## src/rtl/mem_access_unit_if.sv

```systemverilog
// Request/response bundle between the memory access unit, the EX/MEM
// pipeline and the data-RAM port.
//   in_*  : pipeline access request (valid/ready, load/store type, addr, data)
//   out_* : result back to the pipeline (valid/ready, load data, error)
//   ram_* : variable-latency RAM port (req/gnt request, rvalid response)
// Modports: slave = the access unit, master = the pipeline/RAM side.
interface mem_access_unit_if #(
  parameter int unsigned XLEN = 64
);
  logic            in_valid;
  logic            in_ready;
  logic            in_r_ena;
  logic            in_w_ena;
  logic [2:0]      in_load_type;
  logic [2:0]      in_store_type;
  logic [XLEN-1:0] in_addr;
  logic [XLEN-1:0] in_w_data;

  logic            out_valid;
  logic            out_ready;
  logic [XLEN-1:0] out_r_data;
  logic            out_err;

  logic            ram_req;
  logic            ram_gnt;
  logic            ram_we;
  logic [XLEN-1:0] ram_addr;
  logic [XLEN-1:0] ram_w_mask;
  logic [XLEN-1:0] ram_w_data;
  logic            ram_rvalid;
  logic [XLEN-1:0] ram_r_data;

  modport slave (
    input  in_valid, in_r_ena, in_w_ena, in_load_type, in_store_type, in_addr, in_w_data,
    output in_ready,
    output out_valid, out_r_data, out_err,
    input  out_ready,
    output ram_req, ram_we, ram_addr, ram_w_mask, ram_w_data,
    input  ram_gnt, ram_rvalid, ram_r_data
  );

  modport master (
    output in_valid, in_r_ena, in_w_ena, in_load_type, in_store_type, in_addr, in_w_data,
    input  in_ready,
    input  out_valid, out_r_data, out_err,
    output out_ready,
    input  ram_req, ram_we, ram_addr, ram_w_mask, ram_w_data,
    output ram_gnt, ram_rvalid, ram_r_data
  );
endinterface

```

## src/rtl/mem_access_unit.sv

```systemverilog
// Handshaked memory access unit: accepts one load/store from the pipeline,
// issues it on a req/gnt/rvalid RAM port with byte-lane masks, and returns
// sign/zero-extended load data plus an error flag.
// Ports:
//   clk  - clock
//   rst  - synchronous active-high reset
//   bus  - mem_access_unit_if.slave (pipeline in_*/out_* and RAM ram_*)
// Parameters: XLEN (32 or 64), ADDR_LSB (byte-offset bits).
// Optional macro MEM_MISALIGN_TRAP_EN: when defined, misaligned accesses
// return out_err without touching the RAM; when undefined the offset is
// rounded down to the access size and the access proceeds.
module mem_access_unit #(
  parameter int unsigned XLEN     = 64,
  parameter int unsigned ADDR_LSB = $clog2(XLEN / 8)
) (
  input logic              clk,
  input logic              rst,
  mem_access_unit_if.slave bus
);

  localparam int unsigned SHW = ADDR_LSB + 3;

  typedef enum logic [1:0] {IDLE, REQ, WAIT, DONE} state_e;

  state_e              state_q, state_d;
  logic                is_load_q, is_load_d;
  logic [2:0]          ld_type_q, ld_type_d;
  logic [ADDR_LSB-1:0] off_q, off_d;
  logic                out_valid_q, out_valid_d;
  logic                out_err_q, out_err_d;
  logic [XLEN-1:0]     out_r_data_q, out_r_data_d;
  logic                ram_req_q, ram_req_d;
  logic                ram_we_q, ram_we_d;
  logic [XLEN-1:0]     ram_addr_q, ram_addr_d;
  logic [XLEN-1:0]     ram_w_mask_q, ram_w_mask_d;
  logic [XLEN-1:0]     ram_w_data_q, ram_w_data_d;

  logic [1:0]          size_c;
  logic [ADDR_LSB-1:0] raw_off_c, size_lsbs_c, off_c;
  logic                noop_c, conflict_c, ld_ill_c, st_ill_c, illegal_c, err_c;
  logic [XLEN-1:0]     size_mask_c, st_mask_c, st_data_c, lane_c, ext_c;
  logic [SHW-1:0]      st_sh_c, ld_sh_c;

  // Ready only in IDLE and never while reset is held.
  assign bus.in_ready = (state_q == IDLE) && !rst;

  // Decode of the presented access (used only at acceptance).
  assign size_c      = bus.in_r_ena ? bus.in_load_type[1:0] : bus.in_store_type[1:0];
  assign raw_off_c   = bus.in_addr[ADDR_LSB-1:0];
  assign size_lsbs_c = ADDR_LSB'((4'd1 << size_c) - 4'd1);
  assign off_c       = raw_off_c & ~size_lsbs_c;
  assign noop_c      = !bus.in_r_ena && !bus.in_w_ena;
  assign conflict_c  = bus.in_r_ena && bus.in_w_ena;
  assign ld_ill_c    = (bus.in_load_type == 3'b111) ||
                       ((XLEN == 32) && ((bus.in_load_type == 3'b011) ||
                                         (bus.in_load_type == 3'b110)));
  assign st_ill_c    = bus.in_store_type[2] ||
                       ((XLEN == 32) && (bus.in_store_type == 3'b011));
  assign illegal_c   = bus.in_r_ena ? ld_ill_c : (bus.in_w_ena && st_ill_c);

`ifdef MEM_MISALIGN_TRAP_EN
  logic misal_c;
  assign misal_c = !noop_c && |(raw_off_c & size_lsbs_c);
  assign err_c   = conflict_c || illegal_c || misal_c;
`else
  assign err_c   = conflict_c || illegal_c;
`endif

  // Store lane placement: size mask shifted to the (size-aligned) byte lane.
  always_comb begin
    size_mask_c = '1;
    case (size_c)
      2'd0:    size_mask_c = XLEN'(8'hFF);
      2'd1:    size_mask_c = XLEN'(16'hFFFF);
      2'd2:    size_mask_c = XLEN'(32'hFFFF_FFFF);
      default: size_mask_c = '1;
    endcase
  end

  assign st_sh_c   = {off_c, 3'b000};
  assign st_mask_c = size_mask_c << st_sh_c;
  assign st_data_c = (bus.in_w_data & size_mask_c) << st_sh_c;

  // Load extraction: bring the addressed lane down, then extend.
  assign ld_sh_c = {off_q, 3'b000};
  assign lane_c  = bus.ram_r_data >> ld_sh_c;

  always_comb begin
    ext_c = lane_c;
    case (ld_type_q)
      3'b000:  ext_c = XLEN'($signed(lane_c[7:0]));
      3'b001:  ext_c = XLEN'($signed(lane_c[15:0]));
      3'b010:  ext_c = XLEN'($signed(lane_c[31:0]));
      3'b100:  ext_c = XLEN'(lane_c[7:0]);
      3'b101:  ext_c = XLEN'(lane_c[15:0]);
      3'b110:  ext_c = XLEN'(lane_c[31:0]);
      default: ext_c = lane_c;
    endcase
  end

  // Next-state and registered-output logic.
  always_comb begin
    state_d      = state_q;
    is_load_d    = is_load_q;
    ld_type_d    = ld_type_q;
    off_d        = off_q;
    out_valid_d  = out_valid_q;
    out_err_d    = out_err_q;
    out_r_data_d = out_r_data_q;
    ram_req_d    = ram_req_q;
    ram_we_d     = ram_we_q;
    ram_addr_d   = ram_addr_q;
    ram_w_mask_d = ram_w_mask_q;
    ram_w_data_d = ram_w_data_q;

    case (state_q)
      IDLE: begin
        if (bus.in_valid) begin
          is_load_d    = bus.in_r_ena;
          ld_type_d    = bus.in_load_type;
          off_d        = off_c;
          out_err_d    = err_c;
          out_r_data_d = '0;
          if (noop_c || err_c) begin
            state_d     = DONE;
            out_valid_d = 1'b1;
          end else begin
            state_d      = REQ;
            ram_req_d    = 1'b1;
            ram_we_d     = bus.in_w_ena;
            ram_addr_d   = {bus.in_addr[XLEN-1:ADDR_LSB], {ADDR_LSB{1'b0}}};
            ram_w_mask_d = bus.in_w_ena ? st_mask_c : '0;
            ram_w_data_d = bus.in_w_ena ? st_data_c : '0;
          end
        end
      end
      REQ: begin
        if (bus.ram_gnt) begin
          ram_req_d    = 1'b0;
          ram_we_d     = 1'b0;
          ram_addr_d   = '0;
          ram_w_mask_d = '0;
          ram_w_data_d = '0;
          if (is_load_q) begin
            state_d = WAIT;
          end else begin
            state_d     = DONE;
            out_valid_d = 1'b1;
          end
        end
      end
      WAIT: begin
        if (bus.ram_rvalid) begin
          out_r_data_d = ext_c;
          out_valid_d  = 1'b1;
          state_d      = DONE;
        end
      end
      DONE: begin
        if (bus.out_ready) begin
          out_valid_d = 1'b0;
          state_d     = IDLE;
        end
      end
      default: state_d = IDLE;
    endcase
  end

  // State and output registers.
  always_ff @(posedge clk) begin
    if (rst) begin
      state_q      <= IDLE;
      is_load_q    <= 1'b0;
      ld_type_q    <= '0;
      off_q        <= '0;
      out_valid_q  <= 1'b0;
      out_err_q    <= 1'b0;
      out_r_data_q <= '0;
      ram_req_q    <= 1'b0;
      ram_we_q     <= 1'b0;
      ram_addr_q   <= '0;
      ram_w_mask_q <= '0;
      ram_w_data_q <= '0;
    end else begin
      state_q      <= state_d;
      is_load_q    <= is_load_d;
      ld_type_q    <= ld_type_d;
      off_q        <= off_d;
      out_valid_q  <= out_valid_d;
      out_err_q    <= out_err_d;
      out_r_data_q <= out_r_data_d;
      ram_req_q    <= ram_req_d;
      ram_we_q     <= ram_we_d;
      ram_addr_q   <= ram_addr_d;
      ram_w_mask_q <= ram_w_mask_d;
      ram_w_data_q <= ram_w_data_d;
    end
  end

  assign bus.out_valid  = out_valid_q;
  assign bus.out_err    = out_err_q;
  assign bus.out_r_data = out_r_data_q;
  assign bus.ram_req    = ram_req_q;
  assign bus.ram_we     = ram_we_q;
  assign bus.ram_addr   = ram_addr_q;
  assign bus.ram_w_mask = ram_w_mask_q;
  assign bus.ram_w_data = ram_w_data_q;

endmodule

```

## src/flat_wrapper.sv

```systemverilog
// flat-port wrapper written by rule: the top's interface ports become plain ports
module mem_access_unit_flat 
#(
  parameter int unsigned XLEN     = 64,
  parameter int unsigned ADDR_LSB = $clog2(XLEN / 8)
)
  (clk, rst, bus_in_valid, bus_in_r_ena, bus_in_w_ena, bus_in_load_type, bus_in_store_type, bus_in_addr, bus_in_w_data, bus_in_ready, bus_out_valid, bus_out_r_data, bus_out_err, bus_out_ready, bus_ram_req, bus_ram_we, bus_ram_addr, bus_ram_w_mask, bus_ram_w_data, bus_ram_gnt, bus_ram_rvalid, bus_ram_r_data);
  mem_access_unit_if #(.XLEN(XLEN)) bus_i ();
  input logic clk;
  input logic rst;
  input wire logic [$bits(bus_i.in_valid)-1:0] bus_in_valid;
  input wire logic [$bits(bus_i.in_r_ena)-1:0] bus_in_r_ena;
  input wire logic [$bits(bus_i.in_w_ena)-1:0] bus_in_w_ena;
  input wire logic [$bits(bus_i.in_load_type)-1:0] bus_in_load_type;
  input wire logic [$bits(bus_i.in_store_type)-1:0] bus_in_store_type;
  input wire logic [$bits(bus_i.in_addr)-1:0] bus_in_addr;
  input wire logic [$bits(bus_i.in_w_data)-1:0] bus_in_w_data;
  output wire logic [$bits(bus_i.in_ready)-1:0] bus_in_ready;
  output wire logic [$bits(bus_i.out_valid)-1:0] bus_out_valid;
  output wire logic [$bits(bus_i.out_r_data)-1:0] bus_out_r_data;
  output wire logic [$bits(bus_i.out_err)-1:0] bus_out_err;
  input wire logic [$bits(bus_i.out_ready)-1:0] bus_out_ready;
  output wire logic [$bits(bus_i.ram_req)-1:0] bus_ram_req;
  output wire logic [$bits(bus_i.ram_we)-1:0] bus_ram_we;
  output wire logic [$bits(bus_i.ram_addr)-1:0] bus_ram_addr;
  output wire logic [$bits(bus_i.ram_w_mask)-1:0] bus_ram_w_mask;
  output wire logic [$bits(bus_i.ram_w_data)-1:0] bus_ram_w_data;
  input wire logic [$bits(bus_i.ram_gnt)-1:0] bus_ram_gnt;
  input wire logic [$bits(bus_i.ram_rvalid)-1:0] bus_ram_rvalid;
  input wire logic [$bits(bus_i.ram_r_data)-1:0] bus_ram_r_data;
  assign bus_i.in_valid = bus_in_valid;
  assign bus_i.in_r_ena = bus_in_r_ena;
  assign bus_i.in_w_ena = bus_in_w_ena;
  assign bus_i.in_load_type = bus_in_load_type;
  assign bus_i.in_store_type = bus_in_store_type;
  assign bus_i.in_addr = bus_in_addr;
  assign bus_i.in_w_data = bus_in_w_data;
  assign bus_in_ready = bus_i.in_ready;
  assign bus_out_valid = bus_i.out_valid;
  assign bus_out_r_data = bus_i.out_r_data;
  assign bus_out_err = bus_i.out_err;
  assign bus_i.out_ready = bus_out_ready;
  assign bus_ram_req = bus_i.ram_req;
  assign bus_ram_we = bus_i.ram_we;
  assign bus_ram_addr = bus_i.ram_addr;
  assign bus_ram_w_mask = bus_i.ram_w_mask;
  assign bus_ram_w_data = bus_i.ram_w_data;
  assign bus_i.ram_gnt = bus_ram_gnt;
  assign bus_i.ram_rvalid = bus_ram_rvalid;
  assign bus_i.ram_r_data = bus_ram_r_data;
  mem_access_unit #(.XLEN(XLEN), .ADDR_LSB(ADDR_LSB)) u_core (.clk(clk), .rst(rst), .bus(bus_i));
endmodule
```

## config.mk

```make
export PLATFORM = sky130hd
export DESIGN_NAME = mem_access_unit_flat
export DESIGN_NICKNAME = d
export VERILOG_FILES = /design/src/rtl/mem_access_unit_if.sv /design/src/rtl/mem_access_unit.sv /design/src/flat_wrapper.sv
export SDC_FILE = /design/constraint.sdc
export NUM_CORES = 1
export LEC_CHECK = 0
export BUFFER_PORTS_ARGS = -buffer_cell sky130_fd_sc_hd__buf_2
export CORE_AREA = 2 2 180 182
export CTS_CLUSTER_SIZE = 24
export DETAILED_ROUTE_END_ITERATION = 7
export DIE_AREA = 0 0 182 184
export SLEW_MARGIN = 20
export SYNTH_ARGS = -nofsm -noshare
export SYNTH_HDL_FRONTEND = slang
export SYNTH_SLANG_ARGS = --single-unit
export TNS_END_PERCENT = 10
```

## constraint.sdc

```tcl
create_clock -name clk -period 1.9 [get_ports clk]
set_input_delay 0.475 -clock clk [delete_from_list [all_inputs] [get_ports clk]]
set_output_delay 0.475 -clock clk [all_outputs]
set_load 0.03 [all_outputs]
```

Word-level counts from Yosys, hierarchy flattened. Index checks and enable logic that the tools add are counted.

Flip-flop bits (word level): 269. Input port bits: 206.

Bitwise logic cells: 3. Reduce and logical (&&, ||, !) cells: 19. Add/subtract/negate cells: 1. Equality and inequality tests: 18. Shift operators: 4. Muxes and demuxes: 40.

Operator list (count): 64-bit two-way mux (11); 64-bit case mux with 2 select lines (4); 64-bit case mux with 6 select lines (1); 64-bit case mux with 3 select lines (1); 64-bit by 6-bit << shifter with 64-bit output (2); 64-bit bitwise AND (1); 64-bit by 6-bit >> shifter with 64-bit output (1); 2-bit inequality test (second input constant) (7); 1-bit two-way mux (13); 3-bit equality test (second input constant) (4); 2-bit two-way mux (6); 2-bit case mux with 4 select lines (1); 4-bit AND reduction (2); 2-bit equality test (second input constant) (3); 6-bit AND reduction (1); 2-bit by 1-bit equality test with 1-bit output (second input constant) (2); 1-bit logical AND (4); 2-bit logical NOT (2); 1-bit case mux with 2 select lines (2); 1-bit case mux with 4 select lines (1); 2-bit nonzero test (2); 3-bit bitwise AND (1); 3-bit by 1-bit equality test with 1-bit output (second input constant) (1); 3-bit by 2-bit equality test with 1-bit output (second input constant) (1); 8 further kinds (11).

Logic depth before layout (Yosys ltp). Gate-level depths: netlist of the first run.

Depth after elaboration: 10. Mapped depth: 10.

Worst setup path after synthesis of the first run. OpenSTA, ideal clock, no wires.

Kind: reg2reg. Start: reg u_core.state_q[0]. End: reg u_core.out_r_data_q[15], in the netlist u_core.bus.out_r_data[15]. Path buffers: 3. Period minus slack after synthesis: 2037 ps. Slack: -137 ps. Cell stages (with the launch flop): 10. Arrival: 1962 ps. Cells stage by stage: dfxtp_1 inv_1 ha_1 buf_2 o211ai_2 nor2b_1 clkbuf_1 clkbuf_1 a22oi_1 o21ai_0.

Longest elaborated chain between the ends: 3.

RTL lines: from (decl) (RTL line mem_access_unit.sv:25) `state_e state_q, state_d;`; from (signal assigned) (RTL line mem_access_unit.sv:185) `state_q <= state_d;`; 2-bit equality test or 2-bit logical NOT (tied branches) (RTL line mem_access_unit.sv:116) `case (state_q)`; 2-bit inequality test (no source line) or 2-bit nonzero test (tied branches); 3-bit AND reduction (no source line); to (signal assigned) (RTL line mem_access_unit.sv:191) `out_r_data_q <= out_r_data_d;`; to (decl) (RTL line mem_access_unit.sv:31) `logic [XLEN-1:0] out_r_data_q, out_r_data_d;`.

Several ways; a longest one is shown, not always the timed one. A chain may end at the register's enable or synchronous reset.

Worst setup path after layout of the first run.
Start: reg u_core.off_q[1]. End: reg u_core.out_r_data_q[43], in the netlist u_core.bus.out_r_data[43].

Longest elaborated chain between the ends: 4.

RTL lines: from (decl) (RTL line mem_access_unit.sv:28) `logic [ADDR_LSB-1:0] off_q, off_d;`; from (signal assigned) (RTL line mem_access_unit.sv:175) `off_q <= '0;`; from (signal assigned) (RTL line mem_access_unit.sv:188) `off_q <= off_d;`; 64-bit by 6-bit >> shifter with 64-bit output (RTL line mem_access_unit.sv:86) `assign lane_c = bus.ram_r_data >> ld_sh_c;`; 64-bit case mux with 6 select lines (RTL line mem_access_unit.sv:90) `case (ld_type_q)`; 64-bit two-way mux (RTL line mem_access_unit.sv:153) `if (bus.ram_rvalid) begin`; 64-bit case mux with 2 select lines (RTL line mem_access_unit.sv:116).

No other way between the ends. The select of a mux whose other input is x is not followed.

==> results.ini, run 1 <==
[hold_path]
hold_start=bus_in_w_data[56]
whs_endpoint=u_core.bus.ram_w_data[56]$_SDFFE_PP0P_
hold_path_depth=3
min_path_type=in2reg

[worst_setup_path]
cp-end-kind=register
slowest_delay_ns=0.38
worst-setup-path-type=reg2reg
cp.required_ns=2.33
crit_fanout=14
startpoint_type=register
r2r_start=u_core.off_q[1]$_SDFFE_PP0P_
path_cells=mux2i_1, buf_4, and3_4, nor4_4, a311oi_4, buf_4, buf_16, o31ai_1
rr_worst_depth=8
cp_common_cell=buf_4
r2r_slack_ns=-0.08
timing.rr.end=u_core.bus.out_r_data[43]$_SDFFE_PP0P_
cp.arrival_ns=2.41
crit_slowest_cell=dfxtp_4

[clocking]
clock_latency_ns=0.53
root_buffer=clkbuf_16
ctsHoldBuffers=0
ctsLongestPathBuffers=3
cts_tree=built
cts-buffers-inserted=24
cts.clk_slew.worst_paths_ns=0.06
htree_levels=1
cts_sinks=210

[routing]
drt_iter0_drc=689
drc=0
firstDrtPassIters=6
via_per_inst=5.28
vias=11400
wire_per_inst_um=19.8
detail-route-antenna-nets=0
drt-total-wl_um=42700

[logic_synthesis]
synthArstFlopShare=0
synth_top_family_by_area=compound AO/OA/AOI/OAI gates
avgSynthCellArea_um2=8.36
yosys.area_share.simple=0.176
synth-edff-count=0
ys_seq_area_frac=0.404
synthFlopType=dfxtp_1
synth.distinct_cells=64
syn_inst=1245
ys_ff_latch=210
synthMuxAreaShare=0.0860
synth_xor_area_frac=0
synth_compound_area_frac=0.232
synthAdderAreaFrac=0.00601
ys_warn_count=0
netlist_area_um2=10400

[power_and_ir_drop]
power.density_nw_per_um2=1190
ir_drop_mv=0.708
p_leak_nw=7.00

[die]
dieArea_um2=33500
design.core.area_um2=31400
io_pins=467
die_w_um=182
die_h_um=184
start_util=0.332
row_count=65

[timing]
maxSlewViolCount=0
fin_skew_ns=0.0155
grt_setup_unrepaired=yes
hold_viol_final=0
worst_pin_slew_ns=0.614
fmax_mhz=505
whs_ns=0.169
period_share=1.04
slew_headroom=0.590
fin_crit_ns=1.98
setup-violations-final=31
finalWorstSetupSlack_ns=-0.0803

[global_routing]
antenna_found_initial=1
grt_usage=0.234
grt.overflow.total=0
grt_pass1_vias=10600
grt_pass1_wl_um=61700
grt_max_degree=63

[placement]
dpl_worst_slack_ns=-0.372
dp_hpwl_um=31800
port_buffers=463
gp_congestion=0.920

[layout]
fill_cells=3068
seqCellArea_um2=4210
drive_gt1_frac=0.457
areaGrowthSynthToFinish_pct=45.7
multi_input_area_um2=5650
post-route-util=0.483
nets=1943

[status]
failed_checks=setup timing
outcome=complete, but fails checks

[run]
maxCapViolCount=0

## per-stage QoR
step           setup TNS (ns)  instance area (µm²)  power [W]  cells
2_1_floorplan           -1.53                10500    0.00960   1247
3_3_place_gp           -27.46                13500     0.0121   2086
3_5_place_dp           -31.33                13500     0.0121   2086
4_1_cts                 -2.03                14700     0.0177   2137
5_1_grt                 -5.97                15200     0.0189   2152
6_report               -0.827                15200     0.0180   2152
## registers in the layout, summed over array words and instances (netlist names)
signal and count:
u_core.bus.out_err 1, u_core.bus.out_r_data 64, u_core.bus.out_valid 1, u_core.bus.ram_addr 61, u_core.bus.ram_req 1, u_core.bus.ram_w_data 64, u_core.bus.ram_w_mask 8, u_core.bus.ram_we 1
u_core.is_load_q 1, u_core.ld_type_q 3, u_core.off_q 3, u_core.state_q 2
## placed cells by master (no fill, tap or decap), types with 20 or more instances in the layout
cell type	instances
buf_2	461
a21oi_2	20
mux2i_1	28
buf_4	125
a21oi_1	105
o21ai_1	22
a22oi_1	32
nand2_1	188
clkbuf_16	27
nand3_1	79
dfxtp_1	206
nor2_1	58
o21ai_0	59
## report_power, final
part,internal (W),leakage (nW),total [W],switching [W]
sequential,0.00503,1.70,0.00539,0.000356
clock,0.00318,0.419,0.00510,0.00193
combinational,0.00286,4.87,0.00754,0.00468
total,0.0111,7.00,0.0180,0.00696
## per-layer routing
layer / routed length [µm] / global-route usage
met4: 1610 / 0.0884
met3: 3890 / 0.0527
met1: 16800 / 0.287
met5: 0 / 0
met2: 20400 / 0.400
## repair_timing
item | CTS | global route
endpoints found under the setup margin | 186 | 190
gates resized for setup | 62 | 89
setup buffers | 6 | 10
pin swaps | 11 | 46
cloned | 2 | 4
## area by class of cell
cell class	instances	share of cell area
diodes	1	0.000165
repair buffers	623	0.256
clock buffers	37	0.0482
clock inverters	6	0.00874
inverters	14	0.00371
well taps	402	0.0332
flip-flops and latches	210	0.278
multi-input cells	859	0.373
## synth_stat cells, types with 9 or more instances
cell type	instances	area [µm²]
o31ai_1	18	135
dfxtp_1	210	4200
nand2b_1	13	81.3
nand3_1	79	395
mux2i_1	43	430
clkbuf_1	66	248
o32ai_1	9	78.8
nor2_1	62	233
nand4_1	9	56.3
mux2_2	14	158
inv_1	13	48.8
and2_1	17	106
buf_4	72	541
o22ai_1	10	62.6
nand2_1	189	709
buf_2	18	90.1
a22oi_1	33	248
o211ai_1	9	67.6
a211oi_1	10	75.1
a21o_1	12	90.1
mux4_2	13	293
o21ai_0	82	410
a21oi_1	124	621
a22o_1	14	123
o21ai_1	10	50.1
## cell families (layout without fill, tap and decap cells)
| logic type | after synthesis | in the layout |
|---|---|---|
| DFF | 210 | 210 |
| AOI/OAI and AO/OA | 379 | 379 |
| other | 1 | 4 |
| muxes | 71 | 71 |
| and+or+nand+nor | 401 | 401 |
| buffers and inverters | 178 | 680 |
| adders and majority gates | 5 | 5 |
## worst max-delay path, delay by kind of cell, from the launching register on
| kind | cells | cell delay (ns) |
|---|---|---|
| and+or+nand+nor | 2 | 0.55 |
| buffers and inverters | 3 | 0.48 |
| DFF | 1 | 0.38 |
| AOI/OAI and AO/OA | 2 | 0.33 |
| muxes | 1 | 0.12 |
## worst max-delay path by stage
stage                              startpoint                                     end  slack, ns  depth (start not counted)
6_report         u_core.off_q[1]$_SDFFE_PP0P_  u_core.bus.out_r_data[43]$_SDFFE_PP0P_      -0.08                          8
3_3_place_gp                     bus_in_r_ena   u_core.bus.ram_w_data[1]$_SDFFE_PP0P_      -0.32                          6
4_1_cts        u_core.state_q[0]$_SDFFE_PP0P_                            bus_in_ready      -0.13                          5
5_1_grt          u_core.off_q[1]$_SDFFE_PP0P_  u_core.bus.out_r_data[46]$_SDFFE_PP0P_      -0.13                          8
3_5_place_dp                     bus_in_r_ena   u_core.bus.ram_w_data[4]$_SDFFE_PP0P_      -0.37                          6
2_1_floorplan             bus_in_load_type[1]  u_core.bus.ram_w_data[48]$_SDFFE_PP0P_      -0.07                          8
Note: power is estimated with default switching activity, not from simulation.
==> inputs of run 2 (changes only) <==
Settings changed: GPL_TIMING_DRIVEN from default to 0.
==> run 2 against run 1 <==
The flow still finishes with violations (setup timing). Cell count is 1.3% higher. Power is 1.3% lower. Register-to-register slack hardly changed. Sequential cell count stayed put. Sequential power hardly changed. Setup slack worse by 0.013 ns. Non-clock buffer count is 25 higher. Critical path type is now reg2out. Largest cell class unchanged.
==> results.ini, run 2 (synthesis results as in run 1) <==
[timing]
fin_crit_ns=1.99  ; was 1.98 ns
fin_skew_ns=0.0110  ; was 0.0155 ns
maxSlewViolCount=0  ; unchanged
period_share=1.05  ; was 1.04
finalWorstSetupSlack_ns=-0.0938  ; was -0.0803 ns
fmax_mhz=502  ; was 505 MHz
slew_headroom=0.481  ; was 0.590
hold_viol_final=0  ; unchanged
grt_setup_unrepaired=yes  ; unchanged
setup-violations-final=57  ; was 31
worst_pin_slew_ns=0.770  ; was 0.614 ns
setup_tns_ns=-3.40  ; was -0.827 ns

[routing]
wire_per_inst_um=20.4  ; was 19.8 µm
firstDrtPassIters=5  ; was 6
drt-total-wl_um=44600  ; was 42700 µm
drt_iter0_drc=783  ; was 689
via_per_inst=5.30  ; was 5.28
vias=11600  ; was 11400
drc=0  ; unchanged
detail-route-antenna-nets=0  ; unchanged

[hold_path]
hold_path_depth=3  ; unchanged
hold_start=bus_in_w_data[57]  ; was bus_in_w_data[56]
min_path_type=in2reg  ; unchanged

[worst_setup_path]
cp.required_ns=1.42  ; was 2.33 ns
crit_start=u_core.state_q[0]$_SDFFE_PP0P_  ; was u_core.off_q[1]$_SDFFE_PP0P_
cp-end-kind=output port  ; was register
worst-setup-path-type=reg2out  ; was reg2reg
crit_fanout=5  ; was 14
startpoint_type=register  ; unchanged
slowest_delay_ns=0.36  ; was 0.38 ns
r2r_start=u_core.off_q[1]$_SDFFE_PP0P_  ; unchanged
path_cells=inv_4, ha_4, buf_8, nor2b_4, buf_6  ; was mux2i_1, buf_4, and3_4, nor4_4, a311oi_4, buf_4, buf_16, o31ai_1
rr_worst_depth=8  ; unchanged
path_depth=5  ; was 8
cp_top_family=flip-flops  ; was simple AND/OR/NAND/NOR gates
crit_slowest_cell=dfxtp_4  ; unchanged
cp.arrival_ns=1.52  ; was 2.41 ns
path_buf_inv=3  ; unchanged

[die]
io_pins=467  ; unchanged
start_util=0.332  ; unchanged
die_h_um=184  ; unchanged
dieArea_um2=33500  ; unchanged
design.core.area_um2=31400  ; unchanged
row_count=65  ; unchanged
die_w_um=182  ; unchanged

[layout]
fill_cells=3100  ; was 3068
nets=1969  ; was 1943
multi_input_area_um2=5760  ; was 5650 µm²
areaGrowthSynthToFinish_pct=46.1  ; was 45.7%
final_cells=2181  ; was 2152
seqCellArea_um2=4220  ; was 4210 µm²
drive_gt1_frac=0.454  ; was 0.457
final_cell_mix=buf_2 (465), dfxtp_1 (201), nand2_1 (188)  ; was buf_2 (461), dfxtp_1 (206), nand2_1 (188)
final_common_cell=buf_2  ; unchanged

[power_and_ir_drop]
ir_drop_mv=0.793  ; was 0.708 mV
power.density_nw_per_um2=1170  ; was 1190 nW/µm²
p_leak_nw=7.01  ; was 7.00 nW

[clocking]
cts.clk_slew.worst_paths_ns=0.07  ; was 0.06 ns
root_buffer=clkbuf_16  ; unchanged
cts_tree=built  ; unchanged
cts_sinks=210  ; unchanged
clock_latency_ns=0.53  ; about the same
htree_levels=1  ; unchanged
ctsLongestPathBuffers=3  ; unchanged
cts-buffers-inserted=25  ; was 24

[placement]
place_inst=2111  ; was 2086
gp_congestion=0.930  ; was 0.920
port_buffers=462  ; was 463
dpl_worst_slack_ns=-0.717  ; was -0.372 ns
dp_hpwl_um=34500  ; was 31800 µm

[global_routing]
grt_usage=0.251  ; was 0.234
grt_max_degree=13  ; was 63
grt_pass1_vias=11000  ; was 10600
grt.overflow.total=0  ; unchanged
antenna_found_initial=5  ; was 1
grt_pass1_wl_um=65400  ; was 61700 µm

[status]
outcome=complete, but fails checks  ; unchanged
failed_checks=setup timing  ; unchanged

[run]
maxCapViolCount=0  ; unchanged

-- run 2: cell types whose count changed in the layout (fill, tap and decap cells not counted), moves of 6 or more --
cell / previous run / this run
buf_6: 14 / 29
buf_12: 17 / 3
clkbuf_2: 0 / 10
clkbuf_4: 0 / 10
buf_4: 125 / 91
o31ai_1: 11 / 17
mux2i_1: 28 / 22
clkbuf_1: 6 / 31
mux2i_4: 4 / 12
-- run 2: worst register-to-register path, stage by stage, from the launching register on --
cell,delay (ns)
dfxtp_2,0.33
buf_8,0.13
mux2_2,0.38
a21oi_2,0.21
a21oi_2,0.10
a311oi_4,0.29
buf_6,0.18
buf_8,0.15
a211oi_1,0.09
-- run 2: area by class of cell --
class                   instances  share of cell area
multi-input cells             859               0.379
flip-flops and latches        210               0.277
repair buffers                490               0.172
plain buffers                 158              0.0787
clock buffers                  33              0.0471
well taps                     402              0.0331
clock inverters                12             0.00946
inverters                      14             0.00379
diodes                          3            0.000494
-- run 2: path summary, 6_finish.rpt --
path	to	slack [ns]
min reg2reg	u_core.bus.out_r_data[34]$_SDFFE_PP0P_	0.44
max reg2reg	u_core.bus.out_r_data[45]$_SDFFE_PP0P_	-0.09
max	bus_in_ready	-0.09
min	u_core.bus.ram_w_data[57]$_SDFFE_PP0P_	0.16
-- run 2: repair_timing --
action | CTS | global route
cloned | 1 | 1
endpoints found under the setup margin | 216 | 224
buffers inserted | 20 | 6
pin swaps | 15 | 31
hold buffers | 0 | 0
gates resized for setup | 142 | 134
-- run 2: where the power goes --
group          internal (W)  switching, W  total, W
logic               0.00266       0.00471   0.00737
clock network       0.00305       0.00196   0.00501
registers           0.00503      0.000379   0.00541
-- run 2: metrics by stage --
step                instance area, µm²  hold slack [ns]   util  power, W
floorplan                        10500            0.450      -   0.00960
global route                     15200            0.178  0.484    0.0186
CTS                              14800            0.149  0.471    0.0174
detailed placement               13300            0.438  0.423    0.0117
global placement                 13300            0.429  0.423    0.0117
finish                           15200            0.158  0.484    0.0178
-- run 2: routing by layer --
layer	up-vias	global-route usage	part of all wire
li1	5421	-	-
met4	4	0.107	0.043
met3	105	0.0578	0.089
met1	5446	0.309	0.40
met2	585	0.420	0.47
met5	-	0	0.00061
==> inputs of run 3 (changes only) <==
Settings changed: CORE_AREA 2 2 180 182 to 2 2 179 181, DIE_AREA 0 0 182 184 to 0 0 181 183.
Clock period 1.9 ns to 2.26 ns, I/O delays scaled along.
==> run 3 against run 2 <==
The flow now finishes without violations. Sequential share of layout area rose by 1.7 points. Sequential cell count did not move. Via count fell by 1.9%. Clock skew rose by 0.0084 ns. Clock-buffer cell count fell by 3. Global-route usage barely moved. Non-clock buffer count fell by 20. Power fell by 20%. Clock power fell by 17%. Critical path depth rose by 3. Setup slack improved by 0.15 ns. Critical endpoint is now u_core.bus.out_r_data[0]$_SDFFE_PP0P_. Highest routed layer is now met4.
==> results.ini, run 3 (synthesis results as in run 1) <==
[timing]
grt_setup_unrepaired=yes  ; unchanged
slew_headroom=0.584  ; was 0.481
fin_crit_ns=2.20
setup-violations-final=0  ; was 57
fmax_mhz=455
worst_pin_slew_ns=0.618  ; was 0.770 ns
fin_skew_ns=0.0195  ; was 0.0110 ns
hold_viol_final=0  ; unchanged
whs_ns=0.254  ; was 0.158 ns
period_share=0.973
maxSlewViolCount=0  ; unchanged

[routing]
wire_per_inst_um=20.6  ; was 20.4 µm
drt_iter0_drc=758  ; was 783
vias=11300  ; was 11600
via_per_inst=5.25  ; was 5.30
detail-route-antenna-nets=0  ; unchanged
drc=0  ; unchanged
drt-total-wl_um=44400  ; was 44600 µm
firstDrtPassIters=8  ; was 5

[clocking]
ctsHoldBuffers=0  ; unchanged
cts_tree=built  ; unchanged
htree_levels=1  ; unchanged
cts_sinks=210  ; unchanged
root_buffer=clkbuf_16  ; unchanged
ctsLongestPathBuffers=3  ; unchanged
cts-buffers-inserted=25  ; unchanged
cts.clk_slew.worst_paths_ns=0.06  ; was 0.07 ns
clock_latency_ns=0.54  ; was 0.53 ns

[worst_setup_path]
r2r_start=u_core.off_q[1]$_SDFFE_PP0P_  ; unchanged
cp.arrival_ns=2.60  ; was 1.52 ns
cp-end-kind=register  ; was output port
rr_worst_depth=8  ; unchanged
startpoint_type=register  ; unchanged
cp.required_ns=2.66  ; was 1.42 ns
crit_fanout=10  ; was 5
timing.rr.end=u_core.bus.out_r_data[0]$_SDFFE_PP0P_  ; was u_core.bus.out_r_data[45]$_SDFFE_PP0P_
worst-setup-path-type=reg2reg  ; was reg2out
r2r_slack_ns=0.06  ; was -0.09 ns

[run]
maxCapViolCount=0  ; unchanged

[placement]
port_buffers=462  ; unchanged
place_inst=2111  ; unchanged
gp_congestion=0.927  ; was 0.930
dp_hpwl_um=35000  ; was 34500 µm

[global_routing]
grt_pass1_vias=10800  ; was 11000
grt_usage=0.251  ; about the same
grt.overflow.total=0  ; unchanged
antenna_found_initial=1  ; was 5
grt_max_degree=15  ; was 13
grt_pass1_wl_um=64300  ; was 65400 µm

[die]
dieArea_um2=33100  ; was 33500 µm²
die_h_um=183  ; was 184 µm
start_util=0.333  ; was 0.332
die_w_um=181  ; was 182 µm
design.core.area_um2=31200  ; was 31400 µm²
row_count=65  ; unchanged
io_pins=467  ; unchanged

[hold_path]
min_path_type=in2reg  ; unchanged
hold_path_depth=3  ; unchanged
hold_start=bus_in_w_data[60]  ; was bus_in_w_data[57]
whs_endpoint=u_core.bus.ram_w_data[60]$_SDFFE_PP0P_  ; was u_core.bus.ram_w_data[57]$_SDFFE_PP0P_

[layout]
final_cell_mix=buf_2 (476), dfxtp_1 (208), nand2_1 (188)  ; was buf_2 (465), dfxtp_1 (201), nand2_1 (188)
drive_gt1_frac=0.401  ; was 0.454
final_cells=2159  ; was 2181
areaGrowthSynthToFinish_pct=37.3  ; was 46.1%
nets=1949  ; was 1969
fill_cells=3225  ; was 3100
final_common_cell=buf_2  ; unchanged

[power_and_ir_drop]
power.density_nw_per_um2=991  ; was 1170 nW/µm²
ir_drop_mv=0.769  ; was 0.793 mV
p_leak_nw=6.71  ; was 7.01 nW

[status]
outcome=complete, no violations  ; was complete, but fails checks

==> run 3: cell count changes in the layout (fill, tap and decap cells not counted), sizes merged <==
cell    previous run  this run
inv               15        17
buf              596       564
clkinv             6         8
bufinv             3         2
diode              3         1
clkbuf            85        94
==> run 3: cell type report <==
class | instances | area (µm²) | share of cell area
antenna | 1 | 2.50 | 0.000175
buffer | 161 | 980 | 0.0686
clock buffer | 30 | 694 | 0.0486
clock inverter | 15 | 160 | 0.0112
inverter | 14 | 55.1 | 0.00385
multi-input combinational | 859 | 5340 | 0.373
sequential | 210 | 4210 | 0.294
tap | 402 | 503 | 0.0352
timing repair buffer | 467 | 2350 | 0.165
==> run 3: worst max-delay path: stages, from the launching register on <==
cell	delay [ns]
dfxtp_1	0.32
buf_6	0.13
buf_4	0.21
buf_2	0.31
mux2i_2	0.49
mux4_2	0.34
nor2_1	0.05
a21oi_1	0.15
nor2_1	0.06
==> run 3: metrics by stage <==
step | instance area (µm²) | power (W) | setup WS, ns | util | TNS (ns)
2_1_floorplan | 10400 | 0.00805 | 0.185 | - | 0
3_3_place_gp | 13200 | 0.00980 | -0.738 | 0.424 | -62.88
3_5_place_dp | 13200 | 0.00985 | -0.514 | 0.424 | -47.25
4_1_cts | 14200 | 0.0141 | -0.0422 | 0.454 | -0.0422
5_1_grt | 14300 | 0.0149 | -0.0316 | 0.458 | -0.0575
6_report | 14300 | 0.0142 | 0.0599 | 0.458 | 0
==> run 3: timing repair <==
item / CTS / global route
pin swaps: 2 / 5
gates resized for setup: 37 / 35
setup endpoints to repair: 185 / 185
setup buffers: 1 / 4
==> run 3: per-layer routing <==
layer / vias to the layer above / track usage / share of wire
met3: 78 / 0.0594 / 0.091
met1: 5329 / 0.308 / 0.40
li1: 5372 / - / -
met4: 0 / 0.0767 / 0.028
met2: 563 / 0.436 / 0.48
met5: - / 0 / 0
==> run 3: worst max-delay path by stage <==
| stage | from | to | cells after the start |
|---|---|---|---|
| finish | u_core.off_q[1]$_SDFFE_PP0P_ | u_core.bus.out_r_data[0]$_SDFFE_PP0P_ | 8 |
| floorplan | bus_in_r_ena | u_core.bus.ram_w_data[51]$_SDFFE_PP0P_ | 6 |
| detailed placement | u_core.state_q[1]$_SDFFE_PP0P_ | u_core.bus.ram_w_data[63]$_SDFFE_PP0P_ | 9 |
| CTS | u_core.state_q[0]$_SDFFE_PP0P_ | bus_in_ready | 5 |
| global route | u_core.state_q[1]$_SDFFE_PP0P_ | u_core.bus.ram_w_mask[62]$_SDFFE_PP0P_ | 8 |
| global placement | bus_in_valid | u_core.bus.ram_w_data[15]$_SDFFE_PP0P_ | 6 |
==> run 3: power by group <==
part / switching [W] / internal (W) / leakage [nW]
clock network: 0.00173 / 0.00244 / 0.423
registers: 0.000301 / 0.00423 / 1.70
logic: 0.00377 / 0.00169 / 4.58
